$ cat config.mk
export PLATFORM = sky130hd
export DESIGN_NAME = mem_arbiter
export DESIGN_NICKNAME = d
export VERILOG_FILES = /design/src/rtl/mem_arbiter.sv
export SDC_FILE = /design/constraint.sdc
export NUM_CORES = 1
export LEC_CHECK = 0
export ABC_AREA = 1
export CORE_MARGIN = 5
export CORE_UTILIZATION = 40
export CTS_BUF_LIST = sky130_fd_sc_hd__clkbuf_8
export DETAILED_ROUTE_END_ITERATION = 10
export HOLD_SLACK_MARGIN = 0.05
export PLACE_DENSITY = 0.76
export SLEW_MARGIN = 20
export SYNTH_ARGS = -nofsm -noshare
export SYNTH_HDL_FRONTEND = slang
export SYNTH_SLANG_ARGS = --single-unit
export TNS_END_PERCENT = 50
$ cat constraint.sdc
create_clock -name clk -period 1.3 [get_ports clk]
set_input_delay 0.13 -clock clk [delete_from_list [all_inputs] [get_ports clk]]
set_output_delay 0.13 -clock clk [all_outputs]
set_load 0.05 [all_outputs]
$ cat src/rtl/mem_arbiter.sv
// -----------------------------------------------------------------------------
// mem_arbiter
//
// Shares the single downstream memory port (RAM plus MMIO decode) between the
// CPU core's memory/fetch path and a DMA/bootloader master such as the UART
// program loader. The CPU has fixed priority. A starvation counter lets a
// pending DMA request win once the CPU has taken STARVE_LIMIT consecutive
// grants while DMA was waiting. The core stalls on cpu_wait_o in the same way
// it stalls on mem_wait today.
//
// Every access takes the path IDLE -> ISSUE -> WAIT -> (ack, back in IDLE).
// That gives a minimum of 3 cycles from request to ack. Each mem_wait_i cycle
// in WAIT adds one cycle.
//
// Ports
//   clk, rst_n           clock; synchronous active-low reset
//   cpu_req_i            CPU request, held with stable fields until cpu_ack_o
//   cpu_we_i             CPU write
//   cpu_byte_en_i        CPU byte access
//   cpu_byte_sel_i       CPU byte lane select
//   cpu_addr_i           CPU word address
//   cpu_wdata_i          CPU write data
//   cpu_rdata_o          CPU read data (registered; valid in the ack cycle and held)
//   cpu_ack_o            one-cycle CPU completion pulse
//   cpu_wait_o           cpu_req_i & ~cpu_ack_o
//   dma_req_i            DMA request, same holding rule as the CPU
//   dma_we_i             DMA write (DMA accesses are always full word)
//   dma_addr_i           DMA word address
//   dma_wdata_i          DMA write data
//   dma_rdata_o          DMA read data (registered)
//   dma_ack_o            one-cycle DMA completion pulse
//   mem_en_o             memory access strobe (ISSUE and WAIT)
//   mem_we_o             memory write enable (0 in IDLE)
//   mem_byte_en_o        memory byte access
//   mem_byte_sel_o       memory byte lane
//   mem_addr_o           memory address
//   mem_wdata_o          memory write data
//   mem_rdata_i          memory read data, valid in WAIT when mem_wait_i = 0
//   mem_wait_i           memory/MMIO stall
// -----------------------------------------------------------------------------
module mem_arbiter #(
    parameter int ADDR_W       = 16,
    parameter int DATA_W       = 16,
    parameter int STARVE_LIMIT = 4
) (
    input  logic              clk,
    input  logic              rst_n,

    input  logic              cpu_req_i,
    input  logic              cpu_we_i,
    input  logic              cpu_byte_en_i,
    input  logic              cpu_byte_sel_i,
    input  logic [ADDR_W-1:0] cpu_addr_i,
    input  logic [DATA_W-1:0] cpu_wdata_i,
    output logic [DATA_W-1:0] cpu_rdata_o,
    output logic              cpu_ack_o,
    output logic              cpu_wait_o,

    input  logic              dma_req_i,
    input  logic              dma_we_i,
    input  logic [ADDR_W-1:0] dma_addr_i,
    input  logic [DATA_W-1:0] dma_wdata_i,
    output logic [DATA_W-1:0] dma_rdata_o,
    output logic              dma_ack_o,

    output logic              mem_en_o,
    output logic              mem_we_o,
    output logic              mem_byte_en_o,
    output logic              mem_byte_sel_o,
    output logic [ADDR_W-1:0] mem_addr_o,
    output logic [DATA_W-1:0] mem_wdata_o,
    input  logic [DATA_W-1:0] mem_rdata_i,
    input  logic              mem_wait_i
);

    localparam int STARVE_W = $clog2(STARVE_LIMIT + 1);
    localparam logic [STARVE_W-1:0] STARVE_MAX = STARVE_W'(STARVE_LIMIT);

    typedef enum logic [1:0] {
        IDLE  = 2'd0,
        ISSUE = 2'd1,
        WAIT  = 2'd2
    } state_t;

    state_t              state_q,     state_d;
    logic                ownerDma_q,  ownerDma_d;
    logic [STARVE_W-1:0] starveCnt_q, starveCnt_d;
    logic                we_q,        we_d;
    logic                byteEn_q,    byteEn_d;
    logic                byteSel_q,   byteSel_d;
    logic [ADDR_W-1:0]   addr_q,      addr_d;
    logic [DATA_W-1:0]   wdata_q,     wdata_d;
    logic [DATA_W-1:0]   cpuRdata_q,  cpuRdata_d;
    logic [DATA_W-1:0]   dmaRdata_q,  dmaRdata_d;
    logic                cpuAck_q,    cpuAck_d;
    logic                dmaAck_q,    dmaAck_d;
    logic                grantCpu;
    logic                grantDma;

    // Arbitration and the access sequence.
    // IDLE picks a winner every cycle, including the ack cycle itself, so a
    // request that is still high during its ack is taken as a fresh request.
    // The CPU normally wins. Once DMA has lost STARVE_LIMIT arbitrations in a
    // row, a waiting DMA request gets through. The winner's fields are copied
    // into the latch registers so the memory bus stays stable through ISSUE
    // and WAIT, even if the requester drops its request after the grant.
    // DMA accesses are always full word, so the byte controls are forced low
    // for a DMA grant.
    always_comb begin
        state_d     = state_q;
        ownerDma_d  = ownerDma_q;
        starveCnt_d = starveCnt_q;
        we_d        = we_q;
        byteEn_d    = byteEn_q;
        byteSel_d   = byteSel_q;
        addr_d      = addr_q;
        wdata_d     = wdata_q;
        cpuRdata_d  = cpuRdata_q;
        dmaRdata_d  = dmaRdata_q;
        cpuAck_d    = 1'b0;
        dmaAck_d    = 1'b0;
        grantCpu    = 1'b0;
        grantDma    = 1'b0;

        case (state_q)
            IDLE: begin
                if (cpu_req_i && (!dma_req_i || (starveCnt_q < STARVE_MAX))) begin
                    grantCpu = 1'b1;
                end else if (dma_req_i) begin
                    grantDma = 1'b1;
                end

                if (grantCpu) begin
                    state_d    = ISSUE;
                    ownerDma_d = 1'b0;
                    we_d       = cpu_we_i;
                    byteEn_d   = cpu_byte_en_i;
                    byteSel_d  = cpu_byte_sel_i;
                    addr_d     = cpu_addr_i;
                    wdata_d    = cpu_wdata_i;
                    if (dma_req_i && (starveCnt_q != STARVE_MAX)) begin
                        starveCnt_d = starveCnt_q + STARVE_W'(1);
                    end
                end else if (grantDma) begin
                    state_d     = ISSUE;
                    ownerDma_d  = 1'b1;
                    we_d        = dma_we_i;
                    byteEn_d    = 1'b0;
                    byteSel_d   = 1'b0;
                    addr_d      = dma_addr_i;
                    wdata_d     = dma_wdata_i;
                    starveCnt_d = '0;
                end
            end

            ISSUE: begin
                state_d = WAIT;
            end

            WAIT: begin
                if (!mem_wait_i) begin
                    state_d = IDLE;
                    if (ownerDma_q) begin
                        dmaAck_d = 1'b1;
                        if (!we_q) begin
                            dmaRdata_d = mem_rdata_i;
                        end
                    end else begin
                        cpuAck_d = 1'b1;
                        if (!we_q) begin
                            cpuRdata_d = mem_rdata_i;
                        end
                    end
                end
            end

            default: begin
                state_d = IDLE;
            end
        endcase
    end

    // State and data registers.
    // Reset is synchronous. It abandons any access in flight without an ack,
    // and it clears the captured read data and the latched bus fields, so
    // every output reads 0 after reset.
    always_ff @(posedge clk) begin
        if (!rst_n) begin
            state_q     <= IDLE;
            ownerDma_q  <= 1'b0;
            starveCnt_q <= '0;
            we_q        <= 1'b0;
            byteEn_q    <= 1'b0;
            byteSel_q   <= 1'b0;
            addr_q      <= '0;
            wdata_q     <= '0;
            cpuRdata_q  <= '0;
            dmaRdata_q  <= '0;
            cpuAck_q    <= 1'b0;
            dmaAck_q    <= 1'b0;
        end else begin
            state_q     <= state_d;
            ownerDma_q  <= ownerDma_d;
            starveCnt_q <= starveCnt_d;
            we_q        <= we_d;
            byteEn_q    <= byteEn_d;
            byteSel_q   <= byteSel_d;
            addr_q      <= addr_d;
            wdata_q     <= wdata_d;
            cpuRdata_q  <= cpuRdata_d;
            dmaRdata_q  <= dmaRdata_d;
            cpuAck_q    <= cpuAck_d;
            dmaAck_q    <= dmaAck_d;
        end
    end

    // Output mapping.
    // The strobe and write enable are gated by state, so they drop to 0 in
    // IDLE. The address, data and byte fields keep their last values between
    // accesses.
    assign mem_en_o       = (state_q != IDLE);
    assign mem_we_o       = (state_q != IDLE) & we_q;
    assign mem_byte_en_o  = byteEn_q;
    assign mem_byte_sel_o = byteSel_q;
    assign mem_addr_o     = addr_q;
    assign mem_wdata_o    = wdata_q;

    assign cpu_rdata_o = cpuRdata_q;
    assign dma_rdata_o = dmaRdata_q;
    assign cpu_ack_o   = cpuAck_q;
    assign dma_ack_o   = dmaAck_q;
    assign cpu_wait_o  = cpu_req_i & ~cpuAck_q;

endmodule

Word level (Yosys, flattened, before mapping)
Cells that the tools add are included.

storage, ports and cells
  register bits after elaboration = 75
  latch bits = 0
  RAM bits = 0
  ROM bits = 0
  output and inout port bits = 71
  word-level logic and storage cells = 66
  memories = 0

operators by class
  $add $sub $neg = 1
  $mul = 0
  div/mod/pow operators = 0
  magnitude comparators = 1
  equal/unequal tests = 6
  shifts and indexed selects = 0
  muxes and demuxes = 25
  bitwise operators = 8
  reduce and logical (&&, ||, !) cells = 13

operators with widths
  cell                 number
  $mux 16              4
  $mux 1               14
  $mux 3               3
  $reduce_and 4->1     2
  $mux 2               3
  $ne 3x3->1 const B   2
  $not 1->1            6
  $pmux 2 s3           1
  $reduce_and 2->1     2
  $reduce_bool 2->1    2
  $add 3x1->3 const B  1
  $lt 3x3->1 const B   1
  $reduce_and 3->1     1
  $reduce_or 3->1      1
  $and 1x1->1          2
  $eq 2x1->1 const B   1
  $eq 2x2->1 const B   1
  $logic_and 1x1->1    2
  $logic_not 2->1      1
  $ne 2x1->1 const B   1
  $ne 2x2->1 const B   1
  $logic_not 1->1      1
  $logic_or 1x1->1     1

Longest topological paths before layout
Gate-level depths: netlist of the first run.

  depth after elaboration = 8
  mapped depth = 7
  mapped depth without buffers = 6

Worst setup path after synthesis of the first run
No wires, ideal clock.

  kind = register to register
  start point = reg state_q[1]
  end point = reg addr_q[0], in the netlist mem_addr_o[0]
  data arrival time = 1.371 ns
  path slack = -0.182 ns
  cell stages (with the launch flop) = 8
  buffers on the path = 1
  period minus slack after synthesis = 1.482 ns
  path through = dfxtp_1 inv_2 nand2_1 nor2_4 buf_2 nand2_1 nor2_1 nor2_1

on the way
  cells in the longest elaborated chain, start to end = 2

RTL lines
  element                            line  text
  from (decl)                        85    state_t state_q, state_d;
  from (signal assigned)             202   state_q <= state_d;
  $logic_not 2->1                    125   case (state_q)
  $reduce_and 2->1 (no source line)  n/a
  to (signal assigned)               208   addr_q <= addr_d;
  to (decl)                          91    logic [ADDR_W-1:0] addr_q, addr_d;

Every way passes these cells.
A chain may end at the register's enable or synchronous reset.

Final worst setup path of the first run
  start point = reg we_q
  end point = out mem_we_o

on the way
  cells in the longest elaborated chain, start to end = 1

RTL lines
  element                 line  text
  from (decl)             88    logic we_q, we_d;
  from (signal assigned)  205   we_q <= we_d;
  $and 1x1->1             222   assign mem_we_o = (state_q != IDLE) & we_q;
  to (decl)               67    output logic mem_we_o,

Every way passes these cells.

==> impl_metrics.json, run 1 <==
{
  "status": "completed",
  "r2r_start": "state_q[1]",
  "syn2layout_area_growth_pct": 72.6,
  "grt_pass1_wl_mm": 17.9,
  "min_path_cells": 4,
  "io_buffers": 159,
  "netlist_top_cells_count": "nand2_1, nor2_1, inv_1, dfxtp_1, nand4_1",
  "min_to": "mem_byte_sel_o",
  "cp_slowest_cell": "dfxtp_4",
  "cts.sinks": 75,
  "p_per_area_nw_per_um2": 1090,
  "slew_viol_final": 0,
  "dieHeight_um": 106,
  "finalNonFillerCells": 883,
  "worstPathArrival_ns": 1.11,
  "rows": 35,
  "routed_wl_mm": 10.9,
  "async_flop_share": 0,
  "drc": 0,
  "max-cap-violations": 0,
  "start_util": 0.406,
  "crit_path_end_kind": "primary output",
  "critPathKind": "flop to primary output",
  "slew_headroom": 0.750,
  "synth.most_common_cell": "nand2_1",
  "seq_area_um2": 1510,
  "placed_area_um2": 6200,
  "r2r_setup_slack_ns": 0.12,
  "dp_cells": 864,
  "cp_data_required_time_ns": 1.17,
  "antenna_found_initial": 0,
  "startpoint_type": "flop",
  "clkTransAtPathRegs_ns": 0.07,
  "grt_pass1_vias": 4006,
  "root_buffer": "clkbuf_8",
  "synth-edff-count": 0,
  "worst_ir_drop_vdd_uv": 716,
  "wl_per_cell_um": 12.4,
  "first_pass_iters": 4,
  "worstMarginPinSlew_ns": 0.374,
  "rr_endpoint": "mem_addr_o[6]",
  "synth_compound_area_frac": 0.00673,
  "fillers": 716,
  "synth_xor_area_frac": 0,
  "num_vias": 4055,
  "multi_input_area_um2": 1700,
  "grt_max_degree": 39,
  "final_cell_area_um2": 6410,
  "max_freq_mhz": 805,
  "synth_nets": 694,
  "finalSetupTns_ns": 0,
  "overflow": 0,
  "dpl.hpwl_mm": 8.73,
  "synth_largest_area_cell": "dfxtp_1",
  "netlist_top_cells_area": "dfxtp_1, nand2_1, nor2_1",
  "fp.coreArea_um2": 9150,
  "clock_skew_ns": 0.00635,
  "synthAdderAreaFrac": 0.00673,
  "cp_max_fo": 3,
  "drtIter0Drc": 117,
  "die_area_um2": 11300,
  "yosysSeqAreaShare": 0.404,
  "cts_max_path_buffers": 2,
  "diodes": 0,
  "synth_top_area_share": 0.404,
  "ys_seq_elements": 75,
  "via_per_inst": 4.59,
  "path_cells": "inv_1 -> nor2_4 -> buf_12",
  "place_congestion": 0.891,
  "rsz0062_at_grt": "no",
  "setup_viol": 0,
  "h-tree-depth": 3,
  "drive_gt1_frac": 0.168,
  "hold_path.class": "primary input to flop",
  "fin_crit_ns": 1.24,
  "reg2regPathDepth": 7,
  "ys_types": 20,
  "synth_area_per_cell_um2": 6.16,
  "gr-usage-all-layers": 0.195,
  "p_leak_nw": 3.05,
  "final_hold_viol_count": 0,
  "min_from": "cpu_req_i",
  "syn-instance-count": 603,
  "cts_tree": "yes",
  "utilization": 0.701,
  "ant_nets": 0,
  "dieWidth_um": 106,
  "synth_ff_type": "dfxtp_1",
  "cts_buffers": 9,
  "max_stage_delay_ns": 0.39,
  "nets": 859,
  "synthSimpleGateAreaFrac": 0.440,
  "synth_mux_area_frac": 0,
  "clock_latency_ns": 0.33,
  "synth_top_family_by_area": "simple AND/OR/NAND/NOR gates",
  "ys_warn_count": 0,
  "netlist_area_um2": 3720,
  "io_pins": 160,
  "fin_crit_sh": 0.956
}
## where the power goes
group / switching [mW] / total (mW) / internal (mW) / leakage (nW)
combinational: 1.42 / 2.70 / 1.28 / 2.35
clock: 0.858 / 1.58 / 0.725 / 0.0839
sequential: 0.212 / 2.70 / 2.49 / 0.616
## cell usage in the layout (no fill, tap or decap)
cell	synthesis	routed
nand2_1	178	176
nor2_1	170	169
inv_1	89	89
clkdlybuf4s50_1	0	86
buf_12	0	76
dfxtp_1	75	72
nand4_1	34	34
buf_4	1	19
clkbuf_8	0	10
nor2_4	6	7
inv_2	5	5
nand3_1	4	4
a21oi_1	4	4
nand2_2	1	3
clkinv_2	0	3
nor3_1	2	2
ha_1	2	2
clkinvlp_4	0	2
dfxtp_2	0	2
nor2_2	1	1
nor3b_1	1	1
o21ai_0	1	1
dlygate4sd3_1	0	1
dlygate4sd2_1	0	1
buf_2	17	1
dfxtp_4	0	1
## worst max-delay path: cells and delay by family (launching register included)
family / cells / cell delay [ns]
buffers and inverters: 2 / 0.24
DFF: 1 / 0.39
and+or+nand+nor: 1 / 0.15
## worst max-delay path by stage
stage,depth (start not counted),end,from
2_1_floorplan,1,cpu_wait_o,cpu_ack_o
3_3_place_gp,7,mem_addr_o[6],cpu_req_i
3_5_place_dp,7,mem_addr_o[14],dma_req_i
4_1_cts,3,mem_we_o,state_q[0]
5_1_grt,3,mem_we_o,we_q
6_report,3,mem_we_o,we_q
## flip-flops by register name, indices dropped and copies added (netlist names)
name and flops:
cpu_rdata_o 16, ownerDma_q 1, we_q 1, dma_rdata_o 16, cpu_ack_o 1, mem_wdata_o 16, state_q 2, mem_byte_sel_o 1
starveCnt_q 3, mem_byte_en_o 1, mem_addr_o 16, dma_ack_o 1
## stage by stage
step | worst slack [ns] | hold WS [ns] | total power [mW]
after global routing | 0.00320 | 0.439 | 7.35
after detailed placement | -0.220 | 0.422 | 5.43
final | 0.0571 | 0.435 | 6.98
after CTS | 0.0105 | 0.424 | 7.01
after floorplan | -0.0197 | 0.297 | 4.07
after global placement | -0.219 | 0.421 | 5.38
## cells by family after synthesis
group,Yosys count
compound gates,5
simple gates,397
fa+ha+maj,2
flops,75
buf+inv,124
## cell type report
type / instances / share of cell area
repair buffers: 184 / 0.397
multi-input cells: 404 / 0.265
flip-flops and latches: 75 / 0.235
inverters: 94 / 0.0550
well taps: 111 / 0.0217
clock buffers: 10 / 0.0215
clock inverters: 5 / 0.00468
## what timing repair did
item,in CTS,in global routing
cloned,0,0
endpoints found under the setup margin,2,1
hold buffers,1,0
setup buffers,0,3
pin swaps,0,1
endpoints found under the hold margin,1,0
gates resized for setup,6,1
## metal layers
| metal | vias to the layer above | part of all wire | global-route usage |
|---|---|---|---|
| met5 | - | 0 | 0 |
| met4 | 0 | 0.027 | 0.0823 |
| met3 | 23 | 0.10 | 0.0741 |
| met2 | 160 | 0.47 | 0.325 |
| met1 | 1770 | 0.40 | 0.223 |
| li1 | 2102 | - | - |
Power figures use the tool's default switching activity.
==> inputs of run 2 (changes only) <==
- CAP_MARGIN: default -> 0
- CORE_UTILIZATION: 40 -> 30
- PLACE_DENSITY: 0.76 -> default
- SLEW_MARGIN: 20 -> 0
==> run 2 against run 1 <==
Non-clock buffer count is 3 higher. Clock-buffer cell count stayed put. Hold slack worse by 0.30 ns. Total power is 1.1% higher. Critical endpoint is now mem_addr_o[8].
==> impl_metrics.json, run 2 (synthesis results as in run 1) <==
{
  "r2r_start": "state_q[0]",
  "max_stage_delay_ns": 0.35,
  "worst_ir_drop_vdd_uv": 689,
  "min_from": "rst_n",
  "utilization": 0.547,
  "rr_endpoint": "mem_addr_o[8]",
  "cts.sinks": 75,
  "critPathKind": "flop to flop",
  "die_area_um2": 14700,
  "nets": 862,
  "cp_top_family": "simple AND/OR/NAND/NOR gates",
  "h-tree-depth": 3,
  "slew_viol_final": 0,
  "io_pins": 160,
  "place_congestion": 0.842,
  "cp_num_buf_inv": 3,
  "r2r_setup_slack_ns": 0.04,
  "clkTransAtPathRegs_ns": 0.08,
  "clock_skew_ns": 0.00683,
  "fin_ws_ns": 0.0404,
  "layout_commonest_cell": "nand2_1",
  "pre_cts_slack_ns": -0.217,
  "cts_max_path_buffers": 2,
  "routed_wl_mm": 11.7,
  "p_leak_nw": 3.11,
  "io_buffers": 159,
  "setup_viol": 0,
  "final_cell_area_um2": 6600,
  "fp.coreArea_um2": 12100,
  "antenna_found_initial": 0,
  "cp_common_cell": "nor2_1",
  "cts_tree": "yes",
  "grt_pass1_wl_mm": 18.4,
  "fin_crit_sh": 0.969,
  "syn2layout_area_growth_pct": 77.6,
  "startpoint_type": "flop",
  "max-cap-violations": 0,
  "status": "completed",
  "worstMarginPinSlew_ns": 0.250,
  "dieWidth_um": 121,
  "diodes": 0,
  "crit_path_end_kind": "flop",
  "start_util": 0.308,
  "hold_path.class": "primary input to flop",
  "reg2regPathDepth": 8,
  "dieHeight_um": 121,
  "drc": 0,
  "grt_pass1_vias": 3942,
  "slew_headroom": 0.833,
  "overflow": 0,
  "cp_slowest_cell": "dfxtp_2",
  "final_hold_viol_count": 0,
  "via_per_inst": 4.18,
  "rsz0062_at_grt": "yes",
  "min_path_cells": 3,
  "worstPathArrival_ns": 1.50,
  "final_cell_mix": "nand2_1, nor2_1, inv_1",
  "path_cells": "inv_2 -> nand2_4 -> nor2_4 -> buf_12 -> clkbuf_16 -> nand2_1 -> nor2_1 -> nor2_1",
  "seq_area_um2": 1510,
  "root_buffer": "clkbuf_8",
  "power.total_mw": 7.06,
  "max_freq_mhz": 794,
  "rows": 40,
  "cts_buffers": 9,
  "min_to": "mem_wdata_o[13]",
  "clock_latency_ns": 0.34,
  "p_per_area_nw_per_um2": 1070,
  "wl_per_cell_um": 12.4,
  "fillers": 1156,
  "drtIter0Drc": 211,
  "dpl.hpwl_mm": 8.79,
  "multi_input_area_um2": 1700,
  "first_pass_iters": 4,
  "cp_data_required_time_ns": 1.54,
  "grt_max_degree": 47,
  "placed_area_um2": 6290,
  "num_vias": 3943,
  "cp_max_fo": 8,
  "fin_crit_ns": 1.26,
  "drive_gt1_frac": 0.173,
  "gr-usage-all-layers": 0.156,
  "ctsHoldBuffers": 0,
  "ant_nets": 0
}
==> run 2: worst max path at each step <==
| stage | cells after the start | start | endpoint |
|---|---|---|---|
| final | 8 | state_q[0] | mem_addr_o[8] |
| after global routing | 3 | state_q[0] | mem_we_o |
| after floorplan | 1 | cpu_ack_o | cpu_wait_o |
| after CTS | 3 | state_q[1] | mem_we_o |
| after detailed placement | 7 | dma_req_i | mem_wdata_o[0] |
| after global placement | 7 | dma_req_i | mem_wdata_o[0] |
==> run 2: power by group <==
part | switching, mW | internal [mW] | leakage [nW]
Combinational | 1.46 | 1.37 | 2.40
Clock | 0.815 | 0.711 | 0.0943
Sequential | 0.215 | 2.49 | 0.616
==> run 2: final cells by class <==
cell class | count | area share
timing repair buffer | 187 | 0.403
multi-input combinational | 404 | 0.258
sequential | 75 | 0.228
inverter | 94 | 0.0538
tap | 168 | 0.0318
clock buffer | 10 | 0.0209
clock inverter | 5 | 0.00341
==> run 2: timing repair <==
action,CTS,global route
endpoints found under the hold margin,0,0
gates cloned,0,4
resized for setup,5,5
buffers inserted,0,3
pin swaps,1,3
endpoints found under the setup margin,3,29
==> run 2: stage by stage <==
step	hold WS, ns	TNS, ns	cells
after floorplan	0.297	-0.0197	603
after global placement	0.497	-8.01	921
after detailed placement	0.498	-9.51	921
after CTS	0.120	-0.0288	936
after global routing	0.116	-0.513	943
final	0.138	0	943
==> run 2: metal layers <==
layer / share of wire / GRT usage / wire length, um / up-vias
met5: 0 / 0 / 0 / -
met4: 0.015 / 0.0525 / 174 / 0
met3: 0.10 / 0.0662 / 1190 / 12
met2: 0.45 / 0.256 / 5280 / 134
met1: 0.43 / 0.184 / 5070 / 1682
li1: - / - / - / 2115
==> run 2: worst reg2reg max path: stages, from the launching register on <==
cell and delay (ns):
dfxtp_2 0.35, inv_2 0.10, nand2_4 0.08, nor2_4 0.13, buf_12 0.14, clkbuf_16 0.16, nand2_1 0.08, nor2_1 0.08
nor2_1 0.05
==> inputs of run 3 (changes only) <==
- CELL_PAD_IN_SITES_DETAIL_PLACEMENT: default -> 1
- CELL_PAD_IN_SITES_GLOBAL_PLACEMENT: default -> 2
- CORE_UTILIZATION: 30 -> 21
- PLACE_DENSITY_LB_ADDON: default -> 0.1
==> run 3 against run 2 <==
The run now ends with negative setup slack left. Routed wire length grew 21%. Via count grew 5.3%. Core utilization shrank 14 points. Non-clock buffer count grew 10. Largest cell class unchanged.
==> impl_metrics.json, run 3 (synthesis results as in run 1) <==
{
  "dpl.hpwl_mm": 10.1,
  "worstPathArrival_ns": 1.56,
  "syn2layout_area_growth_pct": 88.1,
  "final_hold_viol_count": 0,
  "seqPwrFrac": 0.346,
  "violations": "negative setup slack",
  "cts_buffers": 9,
  "grt_max_degree": 41,
  "layout_commonest_cell": "nand2_1",
  "ant_nets": 0,
  "internal-power_mw": 5.10,
  "fp.coreArea_um2": 17400,
  "root_buffer": "clkbuf_8",
  "cp_data_required_time_ns": 1.55,
  "max-cap-violations": 0,
  "io_buffers": 159,
  "dieWidth_um": 143,
  "cp_max_fo": 8,
  "p_per_area_nw_per_um2": 1120,
  "power.share.clock": 0.261,
  "power.total_mw": 7.82,
  "drive_gt1_frac": 0.212,
  "pre_cts_slack_ns": -0.229,
  "dieHeight_um": 143,
  "startpoint_type": "flop",
  "via_per_inst": 4.11,
  "overflow": 0,
  "antenna_found_initial": 0,
  "placed_area_um2": 6390,
  "power.switching_mw": 2.72,
  "diodes": 0,
  "grt_pass1_vias": 4354,
  "cts_tree": "yes",
  "place_congestion": 0.746,
  "rsz0062_at_grt": "yes",
  "final_cell_mix": "nand2_1, nor2_1, inv_1",
  "setup_viol": 1,
  "slew_headroom": 0.843,
  "slew_viol_final": 0,
  "cts.sinks": 75,
  "routed_wl_mm": 14.2,
  "critPathKind": "flop to flop",
  "status": "finished, violations left",
  "final_cell_area_um2": 6990,
  "wl_per_cell_um": 14.1,
  "fin_ws_ns": -0.00141,
  "worst_ir_drop_vdd_uv": 607,
  "hold_path.class": "primary input to flop",
  "nets": 872,
  "h-tree-depth": 3,
  "drc": 0,
  "clkTransAtPathRegs_ns": 0.09,
  "p_comb_frac": 0.392,
  "fin_crit_sh": 1.00,
  "num_vias": 4153,
  "drtIter0Drc": 115,
  "clock_latency_ns": 0.35,
  "worstMarginPinSlew_ns": 0.235,
  "max_freq_mhz": 768,
  "switching_share": 0.347,
  "gr-usage-all-layers": 0.130,
  "crit_path_end_kind": "flop",
  "rows": 48,
  "io_pins": 160,
  "first_pass_iters": 4,
  "cts_max_path_buffers": 2,
  "fin_crit_ns": 1.30,
  "r2r_setup_slack_ns": -0.001,
  "start_util": 0.214,
  "die_area_um2": 20500,
  "grt_pass1_wl_mm": 21.0,
  "clock_skew_ns": 0.00941,
  "p_leak_nw": 3.23
}
run 3: cell types whose count changed in the layout (fill, tap and decap cells not counted), sizes merged:
| cell | previous run | this run |
|---|---|---|
| buf | 97 | 105 |
| bufinv | 0 | 2 |
| clkbuf | 13 | 15 |
| clkdlybuf4s50 | 86 | 87 |
| clkinv | 3 | 2 |
| dlygate4sd2 | 1 | 0 |
run 3: layer usage:
metal  vias up  part of all wire  GRT usage  routed length (um)
met5         -                 0          0                   0
met4         0             0.011     0.0425                 163
met3        10             0.070     0.0455                 998
met2        99              0.50      0.230                7160
met1      1909              0.41      0.145                5890
li1       2135                 -          -                   -
run 3: path summary, 6_finish.rpt:
path                   from  depth (start not counted)             end
max              state_q[0]                          8   mem_addr_o[2]
max reg2reg      state_q[0]                          8   mem_addr_o[2]
min                   rst_n                          3  mem_wdata_o[2]
min reg2reg  mem_byte_sel_o                          2  mem_byte_sel_o
run 3: repair_timing:
| item | in CTS | in global routing |
|---|---|---|
| hold buffers | 0 | 0 |
| buffers inserted | 2 | 8 |
| cloned | 0 | 6 |
| pin swaps | 1 | 24 |
| gates resized for setup | 6 | 38 |
| endpoints found under the setup margin | 2 | 47 |
run 3: final cells by class:
type                       instances  area [um2]
clock buffer                      10         138
clock inverter                     6        81.3
fill                            2058       10400
inverter                          94         358
multi-input combinational        404        1810
sequential                        75        1510
tap                              225         282
timing repair buffer             197        2810
run 3: per-stage QoR:
| stage | TNS, ns | util | hold slack, ns | instances |
|---|---|---|---|---|
| finish | -0.00141 | 0.403 | 0.0862 | 1011 |
| detailed placement | -9.75 | 0.368 | 0.471 | 979 |
| floorplan | -0.0197 | - | 0.297 | 603 |
| CTS | 0 | 0.382 | 0.0618 | 997 |
| global placement | -6.73 | 0.368 | 0.468 | 979 |
| global route | -0.521 | 0.403 | 0.0692 | 1011 |
run 3: critical path, stage by stage, from the launching register on:
cell	delay (ns)
dfxtp_4	0.37
inv_4	0.07
nand2_4	0.07
nor2_4	0.14
buf_12	0.14
buf_6	0.16
nand2_1	0.08
nor2_1	0.11
nor2_1	0.05
run 3: power by group through the flow:
stage | combinational [mW] | sequential, mW | clock [mW]
floorplan | 0.838 | 3.23 | 0
global placement | 2.73 | 2.76 | 0
detailed placement | 2.76 | 2.76 | 0
CTS | 2.79 | 2.72 | 2.14
global route | 3.29 | 2.74 | 2.23
finish | 3.07 | 2.71 | 2.04
